[src/rtl/spm_loader_pkg.sv]
// Shared definitions for the RISC_SPM program loader: loader states,
// default word width and the word counter width/saturation limit.
package spm_loader_pkg;

  typedef enum logic [2:0] {
    ST_IDLE    = 3'd0,
    ST_SETUP   = 3'd1,
    ST_STROBE  = 3'd2,
    ST_HOLD    = 3'd3,
    ST_RELEASE = 3'd4,
    ST_RUN     = 3'd5
  } loader_state_t;

  localparam int DEFAULT_WORD_SIZE = 8;

  localparam int WORD_COUNT_W = 9;
  localparam logic [WORD_COUNT_W-1:0] WORD_COUNT_MAX = 9'd511;

  // Largest of three phase lengths; sizes the shared phase counter.
  function automatic int max3(input int a, input int b, input int c);
    int m;
    m = (a > b) ? a : b;
    return (m > c) ? m : c;
  endfunction

endpackage

[src/rtl/spm_phase_counter.sv]
// Loadable down-counter with a zero flag. The loader loads it with
// (phase length - 1) on entry to a timed phase and leaves the phase
// when the flag is set.
module spm_phase_counter
  import spm_loader_pkg::*;
#(
  parameter int WIDTH = 3
) (
  input  logic             clk,
  input  logic             rst,
  input  logic             load,
  input  logic [WIDTH-1:0] load_value,
  output logic             zero
);

  logic [WIDTH-1:0] count;

  // Load has priority; otherwise count down and stop at zero.
  always_ff @(posedge clk or posedge rst) begin
    if (rst) begin
      count <= '0;
    end else if (load) begin
      count <= load_value;
    end else if (count != '0) begin
      count <= count - 1'b1;
    end
  end

  assign zero = (count == '0);

endmodule

[src/rtl/spm_program_loader.sv]
// Boot sequencer for RISC_SPM: accepts (address, data) words from a host,
// writes them through the processor's external memory port with timed
// setup/strobe phases, holds the processor in reset during the load and
// then releases it to run. A reload request from RUN returns to loading.
// Optional feature macro: SPM_LOADER_CHECKSUM_EN adds a running data
// checksum output and its valid flag.
module spm_program_loader
  import spm_loader_pkg::*;
#(
  parameter int WORD_SIZE    = DEFAULT_WORD_SIZE,
  parameter int SETUP_CYCLES = 1,
  parameter int WE_CYCLES    = 2,
  parameter int RST_HOLD     = 4
) (
  input  logic                    clk,
  input  logic                    rst,
  input  logic                    host_valid,
  output logic                    host_ready,
  input  logic [WORD_SIZE-1:0]    host_addr,
  input  logic [WORD_SIZE-1:0]    host_data,
  input  logic                    host_last,
  input  logic                    go,
  input  logic                    reload,
  output logic [WORD_SIZE-1:0]    mem_addr,
  output logic [WORD_SIZE-1:0]    mem_data,
  output logic                    mem_we,
  output logic                    cpu_rst_n,
  output logic                    running,
  output logic [WORD_COUNT_W-1:0] word_count
`ifdef SPM_LOADER_CHECKSUM_EN
  ,
  output logic [WORD_SIZE-1:0]    checksum,
  output logic                    checksum_valid
`endif
);

  localparam int MAX_CYC = max3(SETUP_CYCLES, WE_CYCLES, RST_HOLD);
  localparam int CNT_W   = (MAX_CYC > 1) ? $clog2(MAX_CYC) : 1;

  loader_state_t state;
  logic          last_q;
  logic          handshake;
  logic          cnt_load;
  logic [CNT_W-1:0] cnt_value;
  logic          cnt_zero;

  assign host_ready = (state == ST_IDLE);
  assign handshake  = host_valid && host_ready;

  spm_phase_counter #(
    .WIDTH(CNT_W)
  ) u_phase_counter (
    .clk       (clk),
    .rst       (rst),
    .load      (cnt_load),
    .load_value(cnt_value),
    .zero      (cnt_zero)
  );

  // Load the shared counter with the length of whichever timed phase is next.
  always_comb begin
    cnt_load  = 1'b0;
    cnt_value = '0;
    case (state)
      ST_IDLE: begin
        if (handshake) begin
          cnt_load  = 1'b1;
          cnt_value = CNT_W'(SETUP_CYCLES - 1);
        end else if (go) begin
          cnt_load  = 1'b1;
          cnt_value = CNT_W'(RST_HOLD - 1);
        end
      end
      ST_SETUP: begin
        if (cnt_zero) begin
          cnt_load  = 1'b1;
          cnt_value = CNT_W'(WE_CYCLES - 1);
        end
      end
      ST_HOLD: begin
        if (last_q) begin
          cnt_load  = 1'b1;
          cnt_value = CNT_W'(RST_HOLD - 1);
        end
      end
      default: begin
        cnt_load  = 1'b0;
        cnt_value = '0;
      end
    endcase
  end

  // Loader FSM; every memory-port and processor-control output is registered.
  always_ff @(posedge clk or posedge rst) begin
    if (rst) begin
      state      <= ST_IDLE;
      mem_addr   <= '0;
      mem_data   <= '0;
      mem_we     <= 1'b0;
      cpu_rst_n  <= 1'b0;
      running    <= 1'b0;
      word_count <= '0;
      last_q     <= 1'b0;
    end else begin
      case (state)
        ST_IDLE: begin
          if (handshake) begin
            mem_addr <= host_addr;
            mem_data <= host_data;
            last_q   <= host_last;
            state    <= ST_SETUP;
          end else if (go) begin
            state <= ST_RELEASE;
          end
        end
        ST_SETUP: begin
          if (cnt_zero) begin
            mem_we <= 1'b1;
            state  <= ST_STROBE;
          end
        end
        ST_STROBE: begin
          if (cnt_zero) begin
            mem_we <= 1'b0;
            state  <= ST_HOLD;
          end
        end
        ST_HOLD: begin
          if (word_count != WORD_COUNT_MAX) begin
            word_count <= word_count + 1'b1;
          end
          state <= last_q ? ST_RELEASE : ST_IDLE;
        end
        ST_RELEASE: begin
          if (cnt_zero) begin
            cpu_rst_n <= 1'b1;
            running   <= 1'b1;
            state     <= ST_RUN;
          end
        end
        ST_RUN: begin
          if (reload) begin
            cpu_rst_n  <= 1'b0;
            running    <= 1'b0;
            word_count <= '0;
            state      <= ST_IDLE;
          end
        end
        default: begin
          state <= ST_IDLE;
        end
      endcase
    end
  end

`ifdef SPM_LOADER_CHECKSUM_EN
  // Accumulate every written data word; cleared when a new load begins.
  always_ff @(posedge clk or posedge rst) begin
    if (rst) begin
      checksum <= '0;
    end else if (state == ST_HOLD) begin
      checksum <= checksum + mem_data;
    end else if (state == ST_RUN && reload) begin
      checksum <= '0;
    end
  end

  assign checksum_valid = (state == ST_RELEASE) || (state == ST_RUN);
`endif

endmodule

[config.mk]
export PLATFORM = sky130hd
export DESIGN_NAME = spm_program_loader
export DESIGN_NICKNAME = d
export VERILOG_FILES = /design/src/rtl/spm_loader_pkg.sv /design/src/rtl/spm_phase_counter.sv /design/src/rtl/spm_program_loader.sv
export SDC_FILE = /design/constraint.sdc
export NUM_CORES = 1
export LEC_CHECK = 0
export CELL_PAD_IN_SITES_DETAIL_PLACEMENT = 0
export CELL_PAD_IN_SITES_GLOBAL_PLACEMENT = 1
export CORE_MARGIN = 5
export CORE_UTILIZATION = 32
export CTS_CLUSTER_SIZE = 28
export DETAILED_ROUTE_END_ITERATION = 8
export PLACE_DENSITY = 0.86
export SYNTH_ARGS = -nofsm -noshare
export SYNTH_HDL_FRONTEND = slang
export SYNTH_HIERARCHICAL = 1
export SYNTH_SLANG_ARGS = --single-unit
[constraint.sdc]
create_clock -name clk -period 1.7 [get_ports clk]
set_input_delay 0.17 -clock clk [delete_from_list [all_inputs] [get_ports clk]]
set_output_delay 0.17 -clock clk [all_outputs]
set_load 0.02 [all_outputs]
# ---- After elaboration in Yosys (flattened, before gate mapping)
# Cells that the tools add are included.
dict set report word_totals {
  reg_bits 33
  latch_bits 0
  ram_bits 0
  romBits 0
  inputBits 22
  output_inout_bits 29
  wordCells 63
  n_memories 0
}
dict set report classes {
  addsub 2
  multipliers 0
  div_mod_pow 0
  order_cmp 0
  eq_ne 12
  shifts 0
  n_mux 28
  n_bitwise 0
  n_reduce_logical 13
}
# op n
set ops {}
lappend ops {{$mux 3} 7}
lappend ops {{$mux 9} 2}
lappend ops {{$pmux 3 s6} 1}
lappend ops {{$pmux 9 s2} 1}
lappend ops {{$mux 2} 5}
lappend ops {{$ne 2x2->1 const B} 5}
lappend ops {{$reduce_bool 2->1} 5}
lappend ops {{$add 9x1->9 const B} 1}
lappend ops {{$ne 9x9->1 const B} 1}
lappend ops {{$reduce_and 3->1} 3}
lappend ops {{$mux 1} 8}
lappend ops {{$eq 3x2->1 const B} 2}
lappend ops {{$eq 3x3->1 const B} 2}
lappend ops {{$pmux 2 s3} 1}
lappend ops {{$reduce_and 5->1} 1}
lappend ops {{$pmux 1 s2} 2}
lappend ops {{$eq 3x1->1 const B} 1}
lappend ops {{$logic_not 3->1} 1}
lappend ops {{$ne 3x1->1 const B} 1}
lappend ops {{$pmux 1 s3} 1}
lappend ops {{$logic_not 2->1} 1}
lappend ops {{$reduce_and 2->1} 1}
lappend ops {{$sub 2x1->2 const B} 1}
lappend ops {{$logic_and 1x1->1} 1}

# ---- Longest topological paths before layout
dict set report depth {
  depth_word 5
  mapped_depth 8
  mapped_depth_nobuf 7
}

# ---- Cells and area by module
# The synthesis kept the hierarchy.
# module n_inst cells_per_inst area_each_um2 seq_area_each_um2
set modules_own_cells {}
lappend modules_own_cells {spm_program_loader 1 124 1492.7 775.7}
lappend modules_own_cells {spm_phase_counter 1 13 127.6 50.0}

# ---- Worst setup path after synthesis
# OpenSTA, ideal clock, no wires.
dict set report synth_timing {
  kind {reg2reg}
  from {register word_count[2]}
  to {register word_count[0]}
  setup_ns 0.125
  t_arrival_ns 1.768
  required_ns 1.575
  setup_slack_ns -0.193
  stages_incl_launch_ff 8
  n_path_buf 1
  period_less_slack_ns 1.893
  cell_sequence {dfrtp_1 > and3_1 > and4_1 > ha_1 > and4bb_1 > buf_4 > nor2_1 > mux2_2}
}
dict set report synth_between {
  elab_chain_len 3
}
# element line
set synth_rtl {}
lappend synth_rtl {{start, declared} spm_program_loader.sv:29} ;# output logic [WORD_COUNT_W-1:0] word_count
lappend synth_rtl {{start signal, assigned} spm_program_loader.sv:130} ;# word_count <= word_count + 1'b1;
lappend synth_rtl {{$ne 9x9->1} spm_program_loader.sv:129} ;# if (word_count != WORD_COUNT_MAX) begin
lappend synth_rtl {{$ne 2x2->1 (no line)} n/a}
lappend synth_rtl {{$reduce_and 3->1 (no line)} n/a}
# No other way between the ends.
# A chain may end at the register's enable or synchronous reset.

# ---- Final worst setup path
dict set report layout_timing {
  from {register word_count[1]}
  to {register word_count[6]}
}
dict set report layout_between {
  elab_chain_len 3
  word_cells_on_any_way 6
  cone_classes {add/sub: 1; eq/ne: 2; mux: 2; reduce/logical: 1}
}
# element line
set layout_rtl {}
lappend layout_rtl {{$add 9x1->9 / $ne 9x9->1 (equally long branches)} {spm_program_loader.sv:130, spm_program_loader.sv:129}}
lappend layout_rtl {{$mux 9 / $ne 2x2->1 (equally long branches)} n/a}
lappend layout_rtl {{$pmux 9 s2 / $reduce_and 3->1 (equally long branches)} n/a}
# Parallel ways exist; a longest one is shown, timed or not. The select of a mux whose other input is x is not followed.

==> key figures <==
Outcome
  • Run status: finished, violations left
  • Failing checks: negative setup slack

Yosys
  • Post-synthesis share of cell area spent on full adders, half adders and majority gates: between 2 and 2.5%
  • EDFF count, synth: 0
  • Number of flip-flops and latches in the synthesized netlist: 33
  • Sequential fraction of the synthesis area: 51.0%
  • Post-synthesis async set-or-reset flop share: 100%
  • Per-instance average area after synthesis: around 12 µm²
  • Netlist Area Pre-Place: between 1500 and 2000 µm²
  • Dominant combinational cell family by area after synthesis: multiplexers
  • Top_reg_cell synth: sky130_fd_sc_hd__dfrtp_1
  • YS warnings: 6
  • Basic-gate share of the synthesized area counting and, or, nand and nor cells: roughly 14%
  • Count of distinct cell types in the synthesized netlist: 36
  • Post-Syn Nets: 162
  • Multiplexer share of the synthesized area: around 15%
  • Share of the synthesized netlist area taken by xor and xnor gates: 3.78%
  • Instance count of the mapped netlist: about 140
  • Synthesized-area fraction occupied by ao, oa, aoi and oai cells: under 10%

Critical path
  • Arrival time at the worst endpoint: roughly 1.9 ns
  • Endpoint kind of the worst setup timing path: flop
  • Setup crit start kind: flop
  • Worst setup path class: flop to flop
  • Data required time of the critical path: ~1.9 ns
  • Critical path peak fanout: 8

Pwr
  • Clock network power share: roughly 12%
  • Sequential share of power: 30.9%
  • Internal: about 2.8 mW
  • Combinational power share: ~57%
  • Power dissipated by switching net loads: 1.71 mW
  • Peak supply drop: roughly 940 µV
  • Net switching fraction of the power: between 30% and 40%
  • Areal power density over the cells: approximately 1900 nW/µm²
  • Cell leakage power: between 1 and 1.5 nW

Floorplan
  • Die Ht: roughly 81 µm
  • Die boundary width: 81.2 µm
  • Number of top-level pins: 51
  • Full die area: about 6600 µm²
  • Initial Util: roughly 34%
  • Floorplan core area: 4820 µm²
  • FP Rows: 25

Global route
  • Number of global-route vias before repair: between 1000 and 1500
  • Global-route wire length before repair: 6090 µm
  • Maximum number of pins on one net before global-route repair: 32
  • GRT Resource Usage Total: about an eighth
  • Total congestion overflow: 0
  • Initial antenna violation count: 0

Finish
  • Finished Core Util: 50.2%
  • Area grow syn2layout: 49.1%
  • Share of cells above drive strength 1: 30.0%
  • Net count, final: between 200 and 250
  • Antenna diode count: 0

Timing
  • Worst setup skew after layout: roughly 0.0062 ns
  • Part of the cycle the worst path needs: 102%
  • Final critical delay including setup and external delays: roughly 1.7 ns
  • Slew at the pin with the worst max-slew slack: just under 0.4 ns
  • Normalized max-slew margin: around three quarters
  • Hold Fails Final Rpt: 0
  • Max-slew violations: 0
  • Highest clock rate: 0.577 GHz
  • RSZ-0062 raised after global routing: true
  • Hold WS: roughly 0.077 ns
  • Total negative slack for setup checks: -0.0596 ns
  • Endpoints failing setup: 2
  • Final setup margin: -0.0333 ns

Routing
  • Total Wirelength: ~3600 µm
  • Via-per-instance ratio: between 4 and 5
  • Vias: between 1000 and 1500
  • DR DRC count: 0
  • Average detailed-routed wire length per instance: about 13 µm
  • Detailed-router iteration count before antenna repair: 4
  • Antenna-violating nets left: 0
  • Violation count after the first detailed-route iteration: between 70 and 80

CTS
  • Sink count of the clock tree: 33
  • Root buffer cell: sky130_fd_sc_hd__clkbuf_8
  • Number of hold-repair buffers added at the cts stage: 0
  • Inserted Clock Buffers: 5
  • Maximum level of the CTS H-tree: 2
  • CTS tree: done
  • Clk buf depth: 2
  • Insertion delay of the later-clocked pin in the worst-skew pair: ~0.28 ns
  • Clock transition at the registers of the reported paths: 0.07 ns

Run
  • Maximum capacitance violations: 0

Place
  • Worst slack after detailed placement: -0.125 ns
  • Quantity of I/O buffers inserted on ports: 50
  • GPL Wtd Cong: 0.822
  • Post-DP HPWL: 2670 µm

Min path
  • Tightest Hold Check Type: input pin to asynchronous set/reset pin
## worst max-delay path, stage by stage (launching register included)
cell and delay (ns):
sky130_fd_sc_hd__dfrtp_2 0.42, sky130_fd_sc_hd__ha_4 0.16, sky130_fd_sc_hd__and4_1 0.18, sky130_fd_sc_hd__ha_2 0.16, sky130_fd_sc_hd__and4bb_4 0.36, sky130_fd_sc_hd__nand4_1 0.11
sky130_fd_sc_hd__xor2_1 0.17, sky130_fd_sc_hd__nor2_1 0.05
## timing repair
item                       CTS  global route
pin swaps                    1             4
setup buffers                0             1
setup endpoints to repair   10            11
resized for setup            3             1
## placed cells by master (no fill, tap or decap), drive strengths merged
master,n
clkdlybuf4s50,49
dfrtp,33
buf,20
mux2,18
nor2,14
a21oi,8
nand2,7
xor2,7
clkbuf,6
inv,5
o21ai,5
and2,4
nand4,3
nor2b,3
ha,3
nand2b,2
a22o,2
a211oi,2
nand3,2
clkinv,2
nor3,1
nor4b,1
a31oi,1
o22ai,1
and4bb,1
o32ai,1
nand3b,1
a21o,1
and3,1
and4,1
dlygate4sd2,1
o31ai,1
## Yosys cell counts (2+ instances only)
library cell	number	area share, %
sky130_fd_sc_hd__a21oi_1	8	2.5
sky130_fd_sc_hd__a211oi_1	2	0.93
sky130_fd_sc_hd__nand3_1	2	0.62
sky130_fd_sc_hd__nor2b_1	2	0.77
sky130_fd_sc_hd__inv_1	5	1.2
sky130_fd_sc_hd__o21ai_0	4	1.2
sky130_fd_sc_hd__and2_1	4	1.5
sky130_fd_sc_hd__mux2_4	10	9.3
sky130_fd_sc_hd__buf_6	2	1.4
sky130_fd_sc_hd__nor2_1	13	3.0
sky130_fd_sc_hd__a22o_1	2	1.1
sky130_fd_sc_hd__ha_1	3	2.3
sky130_fd_sc_hd__clkbuf_1	2	0.46
sky130_fd_sc_hd__buf_4	2	0.93
sky130_fd_sc_hd__xor2_1	7	3.8
sky130_fd_sc_hd__nand2b_1	2	0.77
sky130_fd_sc_hd__dfrtp_1	33	51
sky130_fd_sc_hd__nand2_1	7	1.6
sky130_fd_sc_hd__mux2_2	8	5.6
sky130_fd_sc_hd__nand4_1	3	1.2
## metal layers
metal | GRT usage [%] | vias to the layer above | wire length, µm
met5 | 0 | - | 0
met4 | 4.05 | 0 | 46
met3 | 6.76 | 6 | 361
met2 | 18.9 | 44 | 1600
met1 | 14.8 | 601 | 1560
li1 | - | 607 | -
## power groups by stage
stage	clock, mW	sequential (mW)	combinational, mW
6_report	0.555	1.40	2.58
2_1_floorplan	0	1.75	1.20
3_5_place_dp	0	1.41	2.62
4_1_cts	0.586	1.41	2.62
5_1_grt	0.629	1.46	2.83
3_3_place_gp	0	1.39	2.57
## stage by stage
step | area [µm²] | total power, mW | std cells
final | 2420 | 4.54 | 274
after global routing | 2420 | 4.92 | 274
after CTS | 2410 | 4.61 | 273
after detailed placement | 2320 | 4.02 | 265
after global placement | 2320 | 3.96 | 265
after floorplan | 1660 | 2.95 | 137
## sequential cells by signal, indices dropped and copies added (netlist names)
signal,cells
state,3
mem_addr,8
running,1
mem_data,8
last_q,1
mem_we,1
u_phase_counter/count,2
word_count,9
## final cells by class
type                    instances  area (µm²)
fillers                       460        2400
flip-flops and latches         33         835
multi-input cells              91         734
repair buffers                 70         662
well taps                      67        83.8
clock buffers                   6        72.6
inverters                       5        18.8
clock inverters                 2        10.0
## path summary, 6_finish.rpt
path	start	end	slack, ns	cells past startpoint
hold reg to reg	mem_data[4]$_DFFE_PP0P_	mem_data[4]$_DFFE_PP0P_	0.51	1
setup reg to reg	word_count[1]$_DFFE_PP0P_	word_count[6]$_DFFE_PP0P_	-0.03	7
hold / removal	rst	u_phase_counter/count[1]$_DFFE_PP0P_	0.08	2
setup / recovery	word_count[1]$_DFFE_PP0P_	word_count[6]$_DFFE_PP0P_	-0.03	7
min in group clk	host_data[4]	mem_data[4]$_DFFE_PP0P_	0.49	2
max in group asynchronous	rst	word_count[6]$_DFFE_PP0P_	1.07	3
## logic make-up after synthesis
kind of cell | Yosys count
xor gates and xnor gates | 7
buffers and inverters | 13
adders and majority gates | 3
and+or+nand+nor | 41
AOI/OAI and AO/OA | 22
DFF | 33
muxes | 18
(Power assumes the default switching activity.)
